**config.mk**
```make
export PLATFORM = sky130hd
export DESIGN_NAME = enigma_msg_arbiter
export DESIGN_NICKNAME = d
export VERILOG_FILES = /design/src/rtl/enigma_pkg.sv /design/src/rtl/enigma_rr_grant.sv /design/src/rtl/enigma_msg_arbiter.sv
export SDC_FILE = /design/constraint.sdc
export NUM_CORES = 1
export LEC_CHECK = 0
export CORE_ASPECT_RATIO = 0.5
export CORE_MARGIN = 2
export CORE_UTILIZATION = 48
export CTS_BUF_LIST = sky130_fd_sc_hd__clkbuf_8
export DETAILED_ROUTE_END_ITERATION = 12
export PLACE_DENSITY = 0.83
export SLEW_MARGIN = 25
export SYNTH_ARGS = -nofsm -noshare
export SYNTH_HDL_FRONTEND = slang
export SYNTH_HIERARCHICAL = 1
export SYNTH_SLANG_ARGS = --single-unit
```
**constraint.sdc**
```tcl
create_clock -name clk_i -period 2.5 [get_ports clk_i]
set_clock_uncertainty 0.1 [all_clocks]
set_input_delay 0.375 -clock clk_i [delete_from_list [all_inputs] [get_ports clk_i]]
set_output_delay 0.375 -clock clk_i [all_outputs]
set_load 0.02 [all_outputs]
```
**src/rtl/enigma_pkg.sv**
```systemverilog
// Shared types for the Enigma message arbiter: symbol type, FSM states and the
// letter classifier used to decide whether a symbol goes through the core.
// No ports; imported by enigma_rr_grant and enigma_msg_arbiter.
package enigma_pkg;

  typedef logic [6:0] symb_t;

  localparam int    LETTERS   = 26;
  localparam symb_t SYMB_IDLE = '0;

  typedef enum logic [2:0] {
    IDLE,
    CRST,
    ACCEPT,
    WAIT,
    OUT
  } arb_state_e;

  // Letters are 1..max_letter; 0 and anything above are passed through untouched.
  function automatic logic is_letter(input logic [31:0] symb, input logic [31:0] max_letter);
    return (symb != 32'd0) && (symb <= max_letter);
  endfunction

endpackage

```
**src/rtl/enigma_rr_grant.sv**
```systemverilog
// Two-way round-robin grant; pointer moves off the channel that just finished a message.
// Latency: grant is combinational from req_i; pointer updates one cycle after upd_i.
// Backpressure: none; the caller decides when a grant is taken and when a message ends.
// Ports: clk_i/rst_i (async active-low), req_i per-channel request, upd_i message done,
//        served_i channel that finished, gnt_vld_o any request, gnt_idx_o chosen channel.
module enigma_rr_grant (
  input  logic       clk_i,
  input  logic       rst_i,
  input  logic [1:0] req_i,
  input  logic       upd_i,
  input  logic       served_i,
  output logic       gnt_vld_o,
  output logic       gnt_idx_o
);
  import enigma_pkg::*;

  logic ptr_q;
  logic ptr_d;

  always_comb begin
    ptr_d = ptr_q;
    // After a message the other channel gets priority for the next contention.
    if (upd_i) begin
      ptr_d = ~served_i;
    end
  end

  always_ff @(posedge clk_i or negedge rst_i) begin
    if (!rst_i) begin
      ptr_q <= 1'b0;
    end else begin
      ptr_q <= ptr_d;
    end
  end

  always_comb begin
    gnt_vld_o = |req_i;
    gnt_idx_o = req_i[ptr_q] ? ptr_q : ~ptr_q;
  end

endmodule

```
**src/rtl/enigma_msg_arbiter.sv**
```systemverilog
// Shares one Enigma core between two requesters, a whole message at a time, with a
// core rotor reset before each message; non-letters bypass the core.
// Latency: letter accept->out_valid 2 cycles, bypass 1 cycle; one symbol in flight.
// Backpressure: req_ready_o low outside ACCEPT; output held stable until out_ready_i.
// Ports: req_* per-channel symbol stream, out_* result stream tagged with out_src_o,
//        core_* to/from the cipher core (core result valid in the cycle it is fed),
//        msg_cnt_o letters enciphered in the current or last message (saturating).
module enigma_msg_arbiter #(
  parameter int SYMB_W  = 7,
  parameter int LETTERS = 26,
  parameter int CNT_W   = 16
) (
  input  logic                   clk_i,
  input  logic                   rst_i,
  input  logic [1:0]             req_valid_i,
  output logic [1:0]             req_ready_o,
  input  logic [1:0][SYMB_W-1:0] req_symb_i,
  input  logic [1:0]             req_last_i,
  output logic                   out_valid_o,
  input  logic                   out_ready_i,
  output logic [SYMB_W-1:0]      out_symb_o,
  output logic                   out_last_o,
  output logic                   out_src_o,
  output logic                   core_rst_n_o,
  output logic [SYMB_W-1:0]      core_symb_o,
  input  logic [SYMB_W-1:0]      core_symb_i,
  output logic [CNT_W-1:0]       msg_cnt_o
);
  import enigma_pkg::*;

  arb_state_e        state_q, state_d;
  logic              gnt_q, gnt_d;
  logic [1:0]        req_ready_q, req_ready_d;
  logic              out_valid_q, out_valid_d;
  logic [SYMB_W-1:0] out_symb_q, out_symb_d;
  logic              out_last_q, out_last_d;
  logic              out_src_q, out_src_d;
  logic              core_rst_n_q, core_rst_n_d;
  logic [SYMB_W-1:0] core_symb_q, core_symb_d;
  logic [CNT_W-1:0]  msg_cnt_q, msg_cnt_d;

  logic              rr_vld;
  logic              rr_idx;
  logic              rr_upd;
  logic              in_hs;
  logic              out_hs;
  logic [SYMB_W-1:0] sel_symb;

  enigma_rr_grant u_rr (
    .clk_i     (clk_i),
    .rst_i     (rst_i),
    .req_i     (req_valid_i),
    .upd_i     (rr_upd),
    .served_i  (gnt_q),
    .gnt_vld_o (rr_vld),
    .gnt_idx_o (rr_idx)
  );

  always_comb begin
    state_d     = state_q;
    gnt_d       = gnt_q;
    out_symb_d  = out_symb_q;
    out_last_d  = out_last_q;
    out_src_d   = out_src_q;
    msg_cnt_d   = msg_cnt_q;
    core_symb_d = SYMB_W'(SYMB_IDLE);
    rr_upd      = 1'b0;
    in_hs       = req_valid_i[gnt_q] & req_ready_q[gnt_q];
    out_hs      = out_valid_q & out_ready_i;
    sel_symb    = req_symb_i[gnt_q];

    unique case (state_q)
      IDLE: begin
        if (rr_vld) begin
          gnt_d     = rr_idx;
          msg_cnt_d = '0;
          state_d   = CRST;
        end
      end
      CRST: begin
        state_d = ACCEPT;
      end
      ACCEPT: begin
        if (in_hs) begin
          out_last_d = req_last_i[gnt_q];
          out_src_d  = gnt_q;
          if (is_letter(32'(sel_symb), 32'(LETTERS))) begin
            // Core bus carries the letter for exactly the WAIT cycle.
            core_symb_d = sel_symb;
            msg_cnt_d   = (&msg_cnt_q) ? msg_cnt_q : msg_cnt_q + CNT_W'(1);
            state_d     = WAIT;
          end else begin
            out_symb_d = sel_symb;
            state_d    = OUT;
          end
        end
      end
      WAIT: begin
        out_symb_d = core_symb_i;
        state_d    = OUT;
      end
      OUT: begin
        if (out_hs) begin
          if (out_last_q) begin
            rr_upd  = 1'b1;
            state_d = IDLE;
          end else begin
            state_d = ACCEPT;
          end
        end
      end
      default: begin
        state_d = IDLE;
      end
    endcase

    // Handshake-facing outputs are decoded from the next state so they are flops.
    req_ready_d = '0;
    if (state_d == ACCEPT) begin
      req_ready_d[gnt_d] = 1'b1;
    end
    out_valid_d  = (state_d == OUT);
    core_rst_n_d = (state_d != CRST);
  end

  always_ff @(posedge clk_i or negedge rst_i) begin
    if (!rst_i) begin
      state_q      <= IDLE;
      gnt_q        <= 1'b0;
      req_ready_q  <= '0;
      out_valid_q  <= 1'b0;
      out_symb_q   <= '0;
      out_last_q   <= 1'b0;
      out_src_q    <= 1'b0;
      core_rst_n_q <= 1'b0;
      core_symb_q  <= '0;
      msg_cnt_q    <= '0;
    end else begin
      state_q      <= state_d;
      gnt_q        <= gnt_d;
      req_ready_q  <= req_ready_d;
      out_valid_q  <= out_valid_d;
      out_symb_q   <= out_symb_d;
      out_last_q   <= out_last_d;
      out_src_q    <= out_src_d;
      core_rst_n_q <= core_rst_n_d;
      core_symb_q  <= core_symb_d;
      msg_cnt_q    <= msg_cnt_d;
    end
  end

  assign req_ready_o  = req_ready_q;
  assign out_valid_o  = out_valid_q;
  assign out_symb_o   = out_symb_q;
  assign out_last_o   = out_last_q;
  assign out_src_o    = out_src_q;
  assign core_rst_n_o = core_rst_n_q;
  assign core_symb_o  = core_symb_q;
  assign msg_cnt_o    = msg_cnt_q;

endmodule
```
==> impl_metrics.prom <==
# TYPE chip_impl_metric gauge
chip_impl_info{name="outcome",value="finished clean"} 1
chip_impl_metric{name="path_max_fanout",unit=""} 8
chip_impl_metric{name="final.setup.tns",unit="ns"} 0
chip_impl_info{name="synth_flop_cell",value="dfrtp_1"} 1
chip_impl_metric{name="routed_via_density",unit=""} 5.79
chip_impl_info{name="worst_setup_path_start_kind",value="flop"} 1
chip_impl_metric{name="postLayoutCoreUtil",unit="%"} 76.9
chip_impl_metric{name="summed_instance_area_of_the_synthesized_netlist",unit="mm^2"} 0.00211
chip_impl_metric{name="sum_of_net_half_perimeters_after_detailed_placement",unit="um"} 4180
chip_impl_metric{name="clock_power_share",unit="%"} 18.5
chip_impl_info{name="hold_path_class",value="input pin to asynchronous set/reset pin"} 1
chip_impl_metric{name="internal_power",unit="W"} 0.00189
chip_impl_info{name="rsz0062_at_grt",value="yes"} 1
chip_impl_metric{name="sequentialPowerShare",unit="%"} 30.7
chip_impl_metric{name="htree_levels",unit=""} 2
chip_impl_metric{name="switching_share",unit="%"} 37.3
chip_impl_metric{name="synth_edf_count",unit=""} 0
chip_impl_metric{name="worst_slew_margin_rel",unit="%"} 39.7
chip_impl_metric{name="grt.overflow.total",unit=""} 0
chip_impl_metric{name="wl_per_cell",unit="um"} 16.3
chip_impl_metric{name="post_synth.cell_area_avg",unit="um^2"} 9.61
chip_impl_metric{name="async_reset_ff_share",unit="%"} 100
chip_impl_metric{name="comb_power_share",unit="%"} 50.8
chip_impl_metric{name="cts_buffers",unit=""} 5
chip_impl_metric{name="groute.usage.overall",unit="%"} 24.8
chip_impl_metric{name="pwr_density_cell",unit="mW/mm^2"} 963
chip_impl_metric{name="fin_crit_sh",unit="%"} 97.4
chip_impl_metric{name="synth_largest_type_area_fraction",unit="%"} 48.5
chip_impl_metric{name="io_pins",unit=""} 64
chip_impl_metric{name="clock_insertion_delay_worst_skew",unit="ns"} 0.30
chip_impl_metric{name="post_synth_inst_count",unit=""} 220
chip_impl_metric{name="die_height",unit="um"} 50.9
chip_impl_metric{name="r2r_setup_slack",unit="ns"} 0.07
chip_impl_metric{name="synth-seq-area-share",unit="%"} 48.5
chip_impl_metric{name="clk_path_buf_depth",unit=""} 2
chip_impl_metric{name="finalCriticalPeriod",unit="ns"} 2.43
chip_impl_metric{name="grt_pass1_wl",unit="um"} 9780
chip_impl_metric{name="first_global_vias",unit=""} 2081
chip_impl_metric{name="port_buffers",unit=""} 63
chip_impl_metric{name="core_area",unit="mm^2"} 0.00406
chip_impl_metric{name="floorplan.rows",unit=""} 16
chip_impl_metric{name="drt-initial-drc-count",unit=""} 106
chip_impl_metric{name="sw_power",unit="W"} 0.00112
chip_impl_info{name="synthDominantAreaCellType",value="dfrtp_1"} 1
chip_impl_metric{name="nNetsFinal",unit=""} 338
chip_impl_metric{name="share_of_cells_above_drive_strength_1",unit="%"} 18.7
chip_impl_info{name="synthTopCellsByCount",value="dfrtp_1, nand2_1, nor2_1"} 1
chip_impl_metric{name="synth.distinct_cells",unit=""} 44
chip_impl_metric{name="finalSetupViolations",unit=""} 0
chip_impl_metric{name="design.die.area",unit="mm^2"} 0.00498
chip_impl_metric{name="cts-hold-fix-buffers",unit=""} 0
chip_impl_metric{name="crit_arrival",unit="ns"} 2.52
chip_impl_metric{name="finalHoldViolations",unit=""} 0
chip_impl_metric{name="slew_violations",unit=""} 0
chip_impl_info{name="synthMostInstantiatedCell",value="dfrtp_1"} 1
chip_impl_metric{name="worst_slew_pin_slew",unit="ns"} 0.905
chip_impl_info{name="cts_root_buf",value="clkbuf_8"} 1
chip_impl_metric{name="wirelength",unit="um"} 5920
chip_impl_info{name="tritoncts",value="built"} 1
chip_impl_metric{name="p_leak",unit="nW"} 1.35
chip_impl_metric{name="grt_antenna_before_repair",unit=""} 0
chip_impl_metric{name="dr_total_vias",unit=""} 2108
chip_impl_metric{name="grt_max_degree",unit=""} 42
chip_impl_metric{name="routabilityCongestion",unit=""} 0.842
chip_impl_metric{name="required",unit="ns"} 2.59
chip_impl_metric{name="die_w",unit="um"} 97.8
chip_impl_info{name="path_class",value="flop to flop"} 1
chip_impl_metric{name="postRouteAntennaNets",unit=""} 0
chip_impl_metric{name="clk_pin_slew_worst_paths",unit="ns"} 0.08
chip_impl_metric{name="count_of_yosys_warnings_during_synthesis",unit=""} 6
chip_impl_info{name="post_synth_main_area_contributors",value="dfrtp_1, nand2_1, mux2i_1, nor2_1, mux2_2"} 1
chip_impl_metric{name="drt_drc_violations_left",unit=""} 0
chip_impl_metric{name="ir_drop",unit="mV"} 0.369
chip_impl_metric{name="initial_utilization",unit="%"} 52.0
chip_impl_metric{name="flow.area_growth_from_synthesis",unit="%"} 47.9
chip_impl_metric{name="max-cap-violations",unit=""} 0
chip_impl_metric{name="clock_sink_count",unit=""} 41
chip_impl_metric{name="max_freq",unit="GHz"} 0.411
chip_impl_metric{name="n_antenna_cell",unit=""} 0
chip_impl_info{name="timing.critical_path.to_type",value="flop"} 1
chip_impl_metric{name="drt_first_pass_iters",unit=""} 4
chip_impl_metric{name="synth-seq-cells",unit=""} 41
final timing paths:
kind	from	cells past startpoint	end
setup reg to reg	gnt_q	9	msg_cnt_o[9]
max in group asynchronous	rst_i	1	gnt_q
setup / recovery	gnt_q	9	msg_cnt_o[9]
hold reg to reg	out_src_o	1	out_src_o
min in group clk_i	out_src_o	1	out_src_o
hold / removal	rst_i	1	msg_cnt_o[3]
state kept, by name, indices dropped and copies added, names as in the netlist:
name          flops
core_rst_n_o      1
out_valid_o       1
core_symb_o       7
state_q           3
msg_cnt_o        16
out_src_o         1
u_rr/ptr_q        1
gnt_q             1
out_symb_o        7
out_last_o        1
req_ready_o       2
cells in the final DEF, fill, tap and decap left out, drive strengths merged, types with 8 or more instances in the layout:
cell type      count
a21oi             11
buf               27
o21ai             12
mux2i              8
dfrtp             41
nand2             26
nand4              9
clkdlybuf4s50     62
nand3              8
nor2              17
worst max-delay path, stage by stage, from the launching register on:
cell	delay (ns)
dfrtp_2	0.47
buf_6	0.16
o32a_1	0.30
a41o_1	0.23
o31a_1	0.37
buf_6	0.19
buf_6	0.12
buf_6	0.11
o211ai_1	0.19
nand2_1	0.09
logic make-up after synthesis:
kind of cell	after synthesis	share of synthesized area, %
AO/OA/AOI/OAI	47	15.9
adder cells (fa/ha/maj)	1	0.592
multiplexers	13	6.45
other	1	0.177
flip-flops	41	48.5
buffers and inverters	15	3.08
AND/OR/NAND/NOR	102	25.2
layout make-up:
cell class              count  area (um^2)
clock buffers               6         82.6
clock inverters             2         33.8
fillers                   279          938
inverters                   7         26.3
multi-input cells         165         1050
flip-flops and latches     41         1030
well taps                  54         67.6
repair buffers             89          836
metrics by stage:
stage | setup slack, ns | cell area [um^2] | total power, W | std cells | hold slack, ns
after floorplan | 0.172 | 2120 | 0.00169 | 221 | -0.0206
after global placement | -0.171 | 2920 | 0.00224 | 350 | 0.391
after detailed placement | -0.243 | 2920 | 0.00229 | 350 | 0.400
after CTS | 0.0112 | 3090 | 0.00294 | 363 | 0.130
after global routing | -0.0116 | 3130 | 0.00318 | 364 | 0.164
final | 0.0653 | 3130 | 0.00301 | 364 | 0.0925
what timing repair did:
action                                  CTS  global route
resized for setup                         8             6
endpoints found under the setup margin   10             9
setup buffers                             5             1
pin swaps                                 5             1
power by group through the flow:
stage               registers, W  logic, W  clock network, W
global route            0.000948   0.00163          0.000602
finish                  0.000924   0.00153          0.000555
floorplan                0.00101  0.000673                 0
global placement        0.000926   0.00132                 0
CTS                     0.000921   0.00146          0.000564
detailed placement      0.000931   0.00136                 0
layer usage:
layer	global-route usage (%)	routed length, um	vias to the layer above	share of wire [%]
met1	31.4	2550	1023	43
met4	8.56	98	0	1.7
met5	0	0	-	0
li1	-	-	989	-
met3	5.75	347	12	5.9
met2	42.9	2920	84	49
(Power assumes the default switching activity.)
